### src/rtl/bitcell_pkg.sv
// bitcell_pkg: shared types for the bitcell storage array
package bitcell_pkg;
  typedef enum logic {CLEAR, IDLE} state_e;
endpackage

### src/rtl/bitcell_word.sv
// bitcell_word: one WIDTH-bit storage word with per-bit write enable
module bitcell_word #(
  parameter int WIDTH = 4
) (
  input  logic             clk,
  input  logic [WIDTH-1:0] be,
  input  logic [WIDTH-1:0] d,
  output logic [WIDTH-1:0] q
);
  logic [WIDTH-1:0] q_q, q_d;
  always_comb q_d = (d & be) | (q_q & ~be);
  always_ff @(posedge clk) q_q <= q_d;
  assign q = q_q;
endmodule

### src/rtl/bitcell_array.sv
// bitcell_array: WIDTH x DEPTH flop array, masked write port, registered read port, clear sweeper
module bitcell_array
  import bitcell_pkg::*;
#(
  parameter int WIDTH = 4,
  parameter int DEPTH = 8,
  localparam int ADDR_W = $clog2(DEPTH)
) (
  input  logic              clk,
  input  logic              rst_n,
  input  logic              clr,
  output logic              busy,
  input  logic              wr_en,
  input  logic [ADDR_W-1:0] wr_addr,
  input  logic [WIDTH-1:0]  wr_data,
  input  logic [WIDTH-1:0]  wr_mask,
  input  logic              rd_en,
  input  logic [ADDR_W-1:0] rd_addr,
  output logic [WIDTH-1:0]  rd_data,
  output logic              rd_valid,
  output logic              err
);
  localparam logic [ADDR_W:0]   DEPTH_L = (ADDR_W + 1)'(DEPTH);
  localparam logic [ADDR_W-1:0] LAST    = ADDR_W'(DEPTH - 1);
  state_e            state_q, state_d;
  logic [ADDR_W-1:0] cnt_q, cnt_d;
  logic [WIDTH-1:0]  rd_data_q, rd_data_d;
  logic              rd_valid_q, rd_valid_d;
  logic              err_q, err_d;
  logic [WIDTH-1:0]  mem [DEPTH];
  logic [WIDTH-1:0]  be [DEPTH];
  logic [WIDTH-1:0]  wd;
  logic              idle, clearing, go, wr_in, rd_in;
  always_comb begin
    idle       = state_q == IDLE;
    clearing   = state_q == CLEAR;
    go         = idle && !clr;
    wr_in      = {1'b0, wr_addr} < DEPTH_L;
    rd_in      = {1'b0, rd_addr} < DEPTH_L;
    state_d    = clearing ? (cnt_q == LAST ? IDLE : CLEAR) : (clr ? CLEAR : IDLE);
    cnt_d      = (clearing && cnt_q != LAST) ? cnt_q + 1'b1 : '0;
    rd_valid_d = go && rd_en;
    rd_data_d  = !rd_valid_d ? rd_data_q : (rd_in ? mem[rd_addr] : '0);
    err_d      = (idle && clr) ? 1'b0
               : err_q || (clearing && (wr_en || rd_en))
                 || (go && ((wr_en && !wr_in) || (rd_en && !rd_in)));
    wd         = clearing ? '0 : wr_data;
    // the sweep owns every word while clearing, so a write can never collide with it
    for (int k = 0; k < DEPTH; k++)
      be[k] = (clearing && cnt_q == ADDR_W'(k)) ? '1
            : (go && wr_en && wr_in && wr_addr == ADDR_W'(k)) ? wr_mask : '0;
  end
  always_ff @(posedge clk or negedge rst_n) begin
    if (!rst_n) begin
      state_q    <= CLEAR;
      cnt_q      <= '0;
      rd_data_q  <= '0;
      rd_valid_q <= 1'b0;
      err_q      <= 1'b0;
    end else begin
      state_q    <= state_d;
      cnt_q      <= cnt_d;
      rd_data_q  <= rd_data_d;
      rd_valid_q <= rd_valid_d;
      err_q      <= err_d;
    end
  end
  for (genvar i = 0; i < DEPTH; i++) begin : g_word
    bitcell_word #(.WIDTH(WIDTH)) u_word (
      .clk(clk),
      .be (be[i]),
      .d  (wd),
      .q  (mem[i])
    );
  end
  assign busy     = state_q == CLEAR;
  assign rd_data  = rd_data_q;
  assign rd_valid = rd_valid_q;
  assign err      = err_q;
endmodule

### config.mk
export PLATFORM = sky130hd
export DESIGN_NAME = bitcell_array
export DESIGN_NICKNAME = d
export VERILOG_FILES = /design/src/rtl/bitcell_pkg.sv /design/src/rtl/bitcell_word.sv /design/src/rtl/bitcell_array.sv
export SDC_FILE = /design/constraint.sdc
export NUM_CORES = 1
export LEC_CHECK = 0
export CORE_MARGIN = 4
export CORE_UTILIZATION = 35
export DETAILED_ROUTE_END_ITERATION = 10
export SYNTH_ARGS = -nofsm -noshare
export SYNTH_HDL_FRONTEND = slang
export SYNTH_HIERARCHICAL = 1
export SYNTH_SLANG_ARGS = --single-unit
### constraint.sdc
create_clock -name clk -period 3 [get_ports clk]
set_clock_uncertainty 0.05 [all_clocks]
set_input_delay 0.6 -clock clk [delete_from_list [all_inputs] [get_ports clk]]
set_output_delay 0.6 -clock clk [all_outputs]
set_load 0.01 [all_outputs]
==> results of run 1 <==
## cell usage in the layout (no fill, tap or decap)
cell type        synthesis  layout
a21o_1                  32      32
edfxtp_1                32      32
clkdlybuf4s50_1          0      25
mux2i_1                 16      16
dfrtp_1                 10      10
nor2_1                   7       7
and3_1                   6       6
ha_1                     6       6
clkbuf_8                 0       6
inv_1                    5       5
and2_1                   5       5
mux4_2                   4       4
nand2_1                  4       4
o21ai_1                  4       4
nand3b_1                 3       3
nor3_1                   3       3
buf_4                    0       3
nor2b_1                  2       2
or3b_2                   2       2
nor4_1                   2       2
a21oi_1                  2       2
nand3_1                  1       1
nand2b_1                 1       1
clkbuf_1                 1       1
clkinv_2                 0       1
## worst max-delay path: stages, from the launching register on
cell	delay [ns]
dfrtp_1	0.66
inv_1	0.21
clkdlybuf4s50_1	0.52
## stage by stage
| step | util [%] | worst slack [ns] | total power [W] |
|---|---|---|---|
| floorplan | - | 1.26 | 0.00125 |
| global placement | 42.4 | 0.510 | 0.00144 |
| detailed placement | 42.4 | 0.490 | 0.00147 |
| CTS | 44.0 | 0.639 | 0.00184 |
| global route | 44.0 | 0.536 | 0.00194 |
| finish | 44.0 | 0.671 | 0.00182 |
## metal layers
metal / vias to the layer above / global-route usage [%] / share of wire, % / wire (um)
li1: 625 / - / - / -
met2: 38 / 21.5 / 48 / 2230
met1: 633 / 18.6 / 46 / 2130
met4: 0 / 4.32 / 1.0 / 47
met5: - / 0 / 0 / 0
met3: 4 / 3.30 / 4.7 / 219
## cell families (layout without fill, tap and decap cells)
family,after synthesis,after routing,synth area share [%]
flip-flops,42,42,58.3
AO/OA/AOI/OAI,38,38,13.0
AND/OR/NAND/NOR,36,36,9.70
multiplexers,20,20,12.0
buffers and inverters,12,41,3.31
adder cells (fa/ha/maj),6,6,3.61
## worst max path at each step
stage | end | depth (start not counted)
global placement | register | 4
global route | busy | 2
detailed placement | register | 4
CTS | busy | 2
floorplan | register | 3
finish | busy | 2
## power by group
part	internal, W	total (W)	switching [W]
Clock	0.000186	0.000370	0.000185
Sequential	0.000823	0.000904	0.0000807
Combinational	0.000270	0.000546	0.000276
Total	0.00128	0.00182	0.000542
## final cells by class
type	instances	area share, %
sequential	42	48.8
clock buffer	7	3.48
multi-input combinational	100	32.1
clock inverter	1	0.202
inverter	5	0.756
timing repair buffer	28	11.0
tap	72	3.63
==> impl_metrics.json, run 1 <==
{
  "whs_path_depth": 2,
  "fmax_mhz": 429,
  "grt_pass1_wl_um": 7430,
  "routed_via_density": 5.10,
  "fin_cells": 255,
  "synth_area_per_cell_um2": 13.5,
  "clockRootBuffer": "clkbuf_8",
  "crit_type": "register to primary output",
  "ant_nets": 0,
  "post_cts_buffers": 0,
  "clk_latency_ns": 0.29,
  "ys_seq_area_share_pct": 58.3,
  "powerDensity_nw_per_um2": 734,
  "final.setup.tns_ns": 0,
  "whs_endpoint": "rd_data[2]",
  "postPlaceCellArea_um2": 2390,
  "nets": 207,
  "crit_required_ns": 2.35,
  "antenna_found_initial": 0,
  "ys_types": 24,
  "synth-edff-count": 32,
  "clock-sinks": 42,
  "synthTopCellsByArea": "edfxtp_1 (46%), dfrtp_1 (12%), a21o_1 (12%)",
  "end_kind": "primary output",
  "io_pins": 26,
  "core_area_um2": 5640,
  "io_buffers": 25,
  "clk_pin_slew_worst_paths_ns": 0.07,
  "final_hold_viol_count": 0,
  "cts_resized": 0,
  "hp-start": "rd_data[2]",
  "grt_start_max_net_pins": 17,
  "route.detailed.drc": 0,
  "finalSetupViolCount": 0,
  "floorplan.initialDensity_pct": 36.8,
  "cp-startpoint": "idle",
  "r2r_slack_ns": 1.14,
  "grt_usage_pct": 13.7,
  "max_slew.worst_pin.slew_ns": 0.585,
  "worstPathArrival_ns": 1.68,
  "dieWidth_um": 85.0,
  "synth_ff_type": "edfxtp_1",
  "routed_wirelength_um": 4620,
  "cts_tree": "done",
  "maxSlewHeadroom_pct": 60.9,
  "num_vias": 1300,
  "drv_slew": 0,
  "synth.net_count": 179,
  "num_antenna_cells": 0,
  "overflow": 0,
  "die_area_um2": 7230,
  "whs_ns": 0.437,
  "htree_levels": 2,
  "yosysTopAreaCell": "edfxtp_1",
  "ys_ff_latch": 42,
  "wl_per_cell_um": 18.1,
  "drive_above_1_share_pct": 8.74,
  "fp-row-count": 27,
  "ir_drop_mv": 0.344,
  "hold_class": "register to register",
  "netlist.area_leader.share_pct": 46.3,
  "drv_cap": 0,
  "cp-start-kind": "register",
  "hold_buffers": 0,
  "ff2ff_path_depth": 3,
  "die_h_um": 85.0,
  "multiInputGateArea_um2": 797,
  "cts_buffers": 5,
  "rsz0062_at_grt": "false",
  "reg2reg_from": "idle",
  "dp_hpwl_um": 3390,
  "yosysWarningCount": 6,
  "netlist_area_um2": 2080,
  "drt_iter0_markers": 71,
  "final_area_um2": 2480,
  "synthTopCellsByCount": "a21o_1 (32), edfxtp_1 (32), mux2i_1 (16)",
  "clock_path_buffers": 2,
  "gp_congestion": 0.828,
  "p_leak_nw": 1.20,
  "dr.pass1.iters": 4,
  "critPathMaxFanout": 15,
  "timing.final.crit_period_ns": 2.33,
  "outcome": "completed",
  "grt_pass1_vias": 1415,
  "area_delta_synth_final_pct": 19.5,
  "dpl.cell_count": 247,
  "async_reset_ff_share_pct": 23.8,
  "netlist_instances": 154,
  "regArea_um2": 1210,
  "fill_cells": 523,
  "fin_crit_sh_pct": 77.6
}
No activity file was read; power rests on OpenSTA's default activity.
==> run 2, diff against run 1 <==
==> constraint.sdc (replaced) <==
create_clock -name clk -period 2.2 [get_ports clk]
set_clock_uncertainty 0.05 [all_clocks]
set_input_delay 0.44 -clock clk [delete_from_list [all_inputs] [get_ports clk]]
set_output_delay 0.44 -clock clk [all_outputs]
set_load 0.01 [all_outputs]
==> impl_metrics.json, run 2 (synthesis gave the netlist of run 1 again) <==
{
  "dr.pass1.iters": 4,
  "nets": 215,
  "cp-start-kind": "register",
  "grt_usage_pct": 13.4,
  "cts_tree": "done",
  "num_antenna_cells": 0,
  "cp-startpoint": "idle",
  "grt_pass1_wl_um": 7320,
  "p_int_w": 0.00179,
  "overflow": 0,
  "cts_buffers": 5,
  "drive_above_1_share_pct": 12.6,
  "dieWidth_um": 85.0,
  "hp-start": "rd_data[1]",
  "htree_levels": 2,
  "wl_per_cell_um": 17.3,
  "ir_drop_mv": 0.490,
  "timing.final.crit_period_ns": 1.98,
  "io_pins": 26,
  "hold_class": "register to register",
  "maxSlewHeadroom_pct": 62.2,
  "cts_resized": 0,
  "rsz0062_at_grt": "false",
  "gp_congestion": 0.819,
  "floorplan.initialDensity_pct": 36.8,
  "grt_start_max_net_pins": 17,
  "crit_required_ns": 1.71,
  "clock-sinks": 42,
  "route.detailed.drc": 0,
  "grt_pass1_vias": 1413,
  "end_kind": "primary output",
  "postPlaceCellArea_um2": 2460,
  "clockPowerShare_pct": 21.4,
  "whs_ns": 0.444,
  "finalSetupViolCount": 0,
  "regArea_um2": 1210,
  "area_delta_synth_final_pct": 23.4,
  "routed_via_density": 5.10,
  "fin_crit_sh_pct": 90.1,
  "drv_cap": 0,
  "ant_nets": 0,
  "fmax_mhz": 504,
  "seqPwrFrac_pct": 47.9,
  "post_cts_buffers": 0,
  "clockRootBuffer": "clkbuf_8",
  "num_vias": 1341,
  "powerDensity_nw_per_um2": 990,
  "setup_slack_ns": 0.218,
  "dp_hpwl_um": 3380,
  "drt_iter0_markers": 63,
  "multiInputGateArea_um2": 797,
  "crit_type": "register to primary output",
  "critPathMaxFanout": 8,
  "fill_cells": 530,
  "most-common-layout-cells": "a21o_1 (32), edfxtp_1 (32), clkdlybuf4s50_1 (25)",
  "antenna_found_initial": 0,
  "final.setup.tns_ns": 0,
  "die_h_um": 85.0,
  "reg2reg_from": "cnt_q[0]",
  "outcome": "completed",
  "ff2ff_path_depth": 4,
  "dp_slack_ns": 0.00584,
  "clk_pin_slew_worst_paths_ns": 0.08,
  "io_buffers": 25,
  "routed_wirelength_um": 4550,
  "clock_path_buffers": 2,
  "core_area_um2": 5640,
  "drv_slew": 0,
  "fp-row-count": 27,
  "p_leak_nw": 1.25,
  "combPwrFrac_pct": 30.7,
  "final_area_um2": 2560,
  "hold_buffers": 0,
  "final_hold_viol_count": 0,
  "die_area_um2": 7230,
  "max_slew.worst_pin.slew_ns": 0.565,
  "clk_latency_ns": 0.29,
  "p_sw_w": 0.000746,
  "whs_path_depth": 2,
  "p_sw_share_pct": 29.4,
  "worstPathArrival_ns": 1.49
}
-- run 2: cell types whose count changed in the layout (fill, tap and decap cells not counted) --
cell      previous run  this run
clkbuf_8             6         7
buf_4                3        10
clkbuf_1             1         0
clkinv_1             0         1
buf_12               0         1
clkinv_2             1         0
-- run 2: layer usage --
metal	GRT usage [%]	vias up	share of wire, %
li1	-	645	-
met1	17.7	651	46
met2	21.7	38	48
met3	3.20	7	4.7
met4	3.88	0	1.1
met5	0	-	0
-- run 2: critical path: stages, from the launching register on --
cell and delay [ns]:
dfrtp_1 0.47, inv_1 0.16, clkdlybuf4s50_1 0.56
-- run 2: final timing paths --
| path | endpoint | slack, ns |
|---|---|---|
| worst min register to register | rd_data[1] | 0.44 |
| worst max-delay path | busy | 0.22 |
| min in group asynchronous | err | 0.45 |
| worst min-delay path | rd_data[1] | 0.44 |
| worst max register to register | register | 0.45 |
| max in group asynchronous | cnt_q[0] | 1.27 |
-- run 2: stage by stage --
| stage | power, W | instances | utilization [%] |
|---|---|---|---|
| final | 0.00254 | 263 | 45.4 |
| after global placement | 0.00198 | 255 | 43.6 |
| after detailed placement | 0.00202 | 255 | 43.6 |
| after floorplan | 0.00170 | 154 | - |
| after global routing | 0.00270 | 263 | 45.4 |
| after CTS | 0.00256 | 263 | 45.4 |
-- run 2: power by group through the flow --
stage | registers, W | logic, W | clock network, W
after global placement | 0.00122 | 0.000761 | 0
after global routing | 0.00125 | 0.000856 | 0.000598
after CTS | 0.00122 | 0.000785 | 0.000554
final | 0.00121 | 0.000779 | 0.000543
after floorplan | 0.00123 | 0.000473 | 0
after detailed placement | 0.00124 | 0.000781 | 0
-- run 2: final cells by class --
cell class | count | area share [%]
Tap cell | 72 | 3.52
Inverter | 5 | 0.732
Multi-Input combinational cell | 100 | 31.1
Sequential cell | 42 | 47.3
Timing Repair Buffer | 36 | 13.5
Clock inverter | 1 | 0.146
Clock buffer | 7 | 3.76
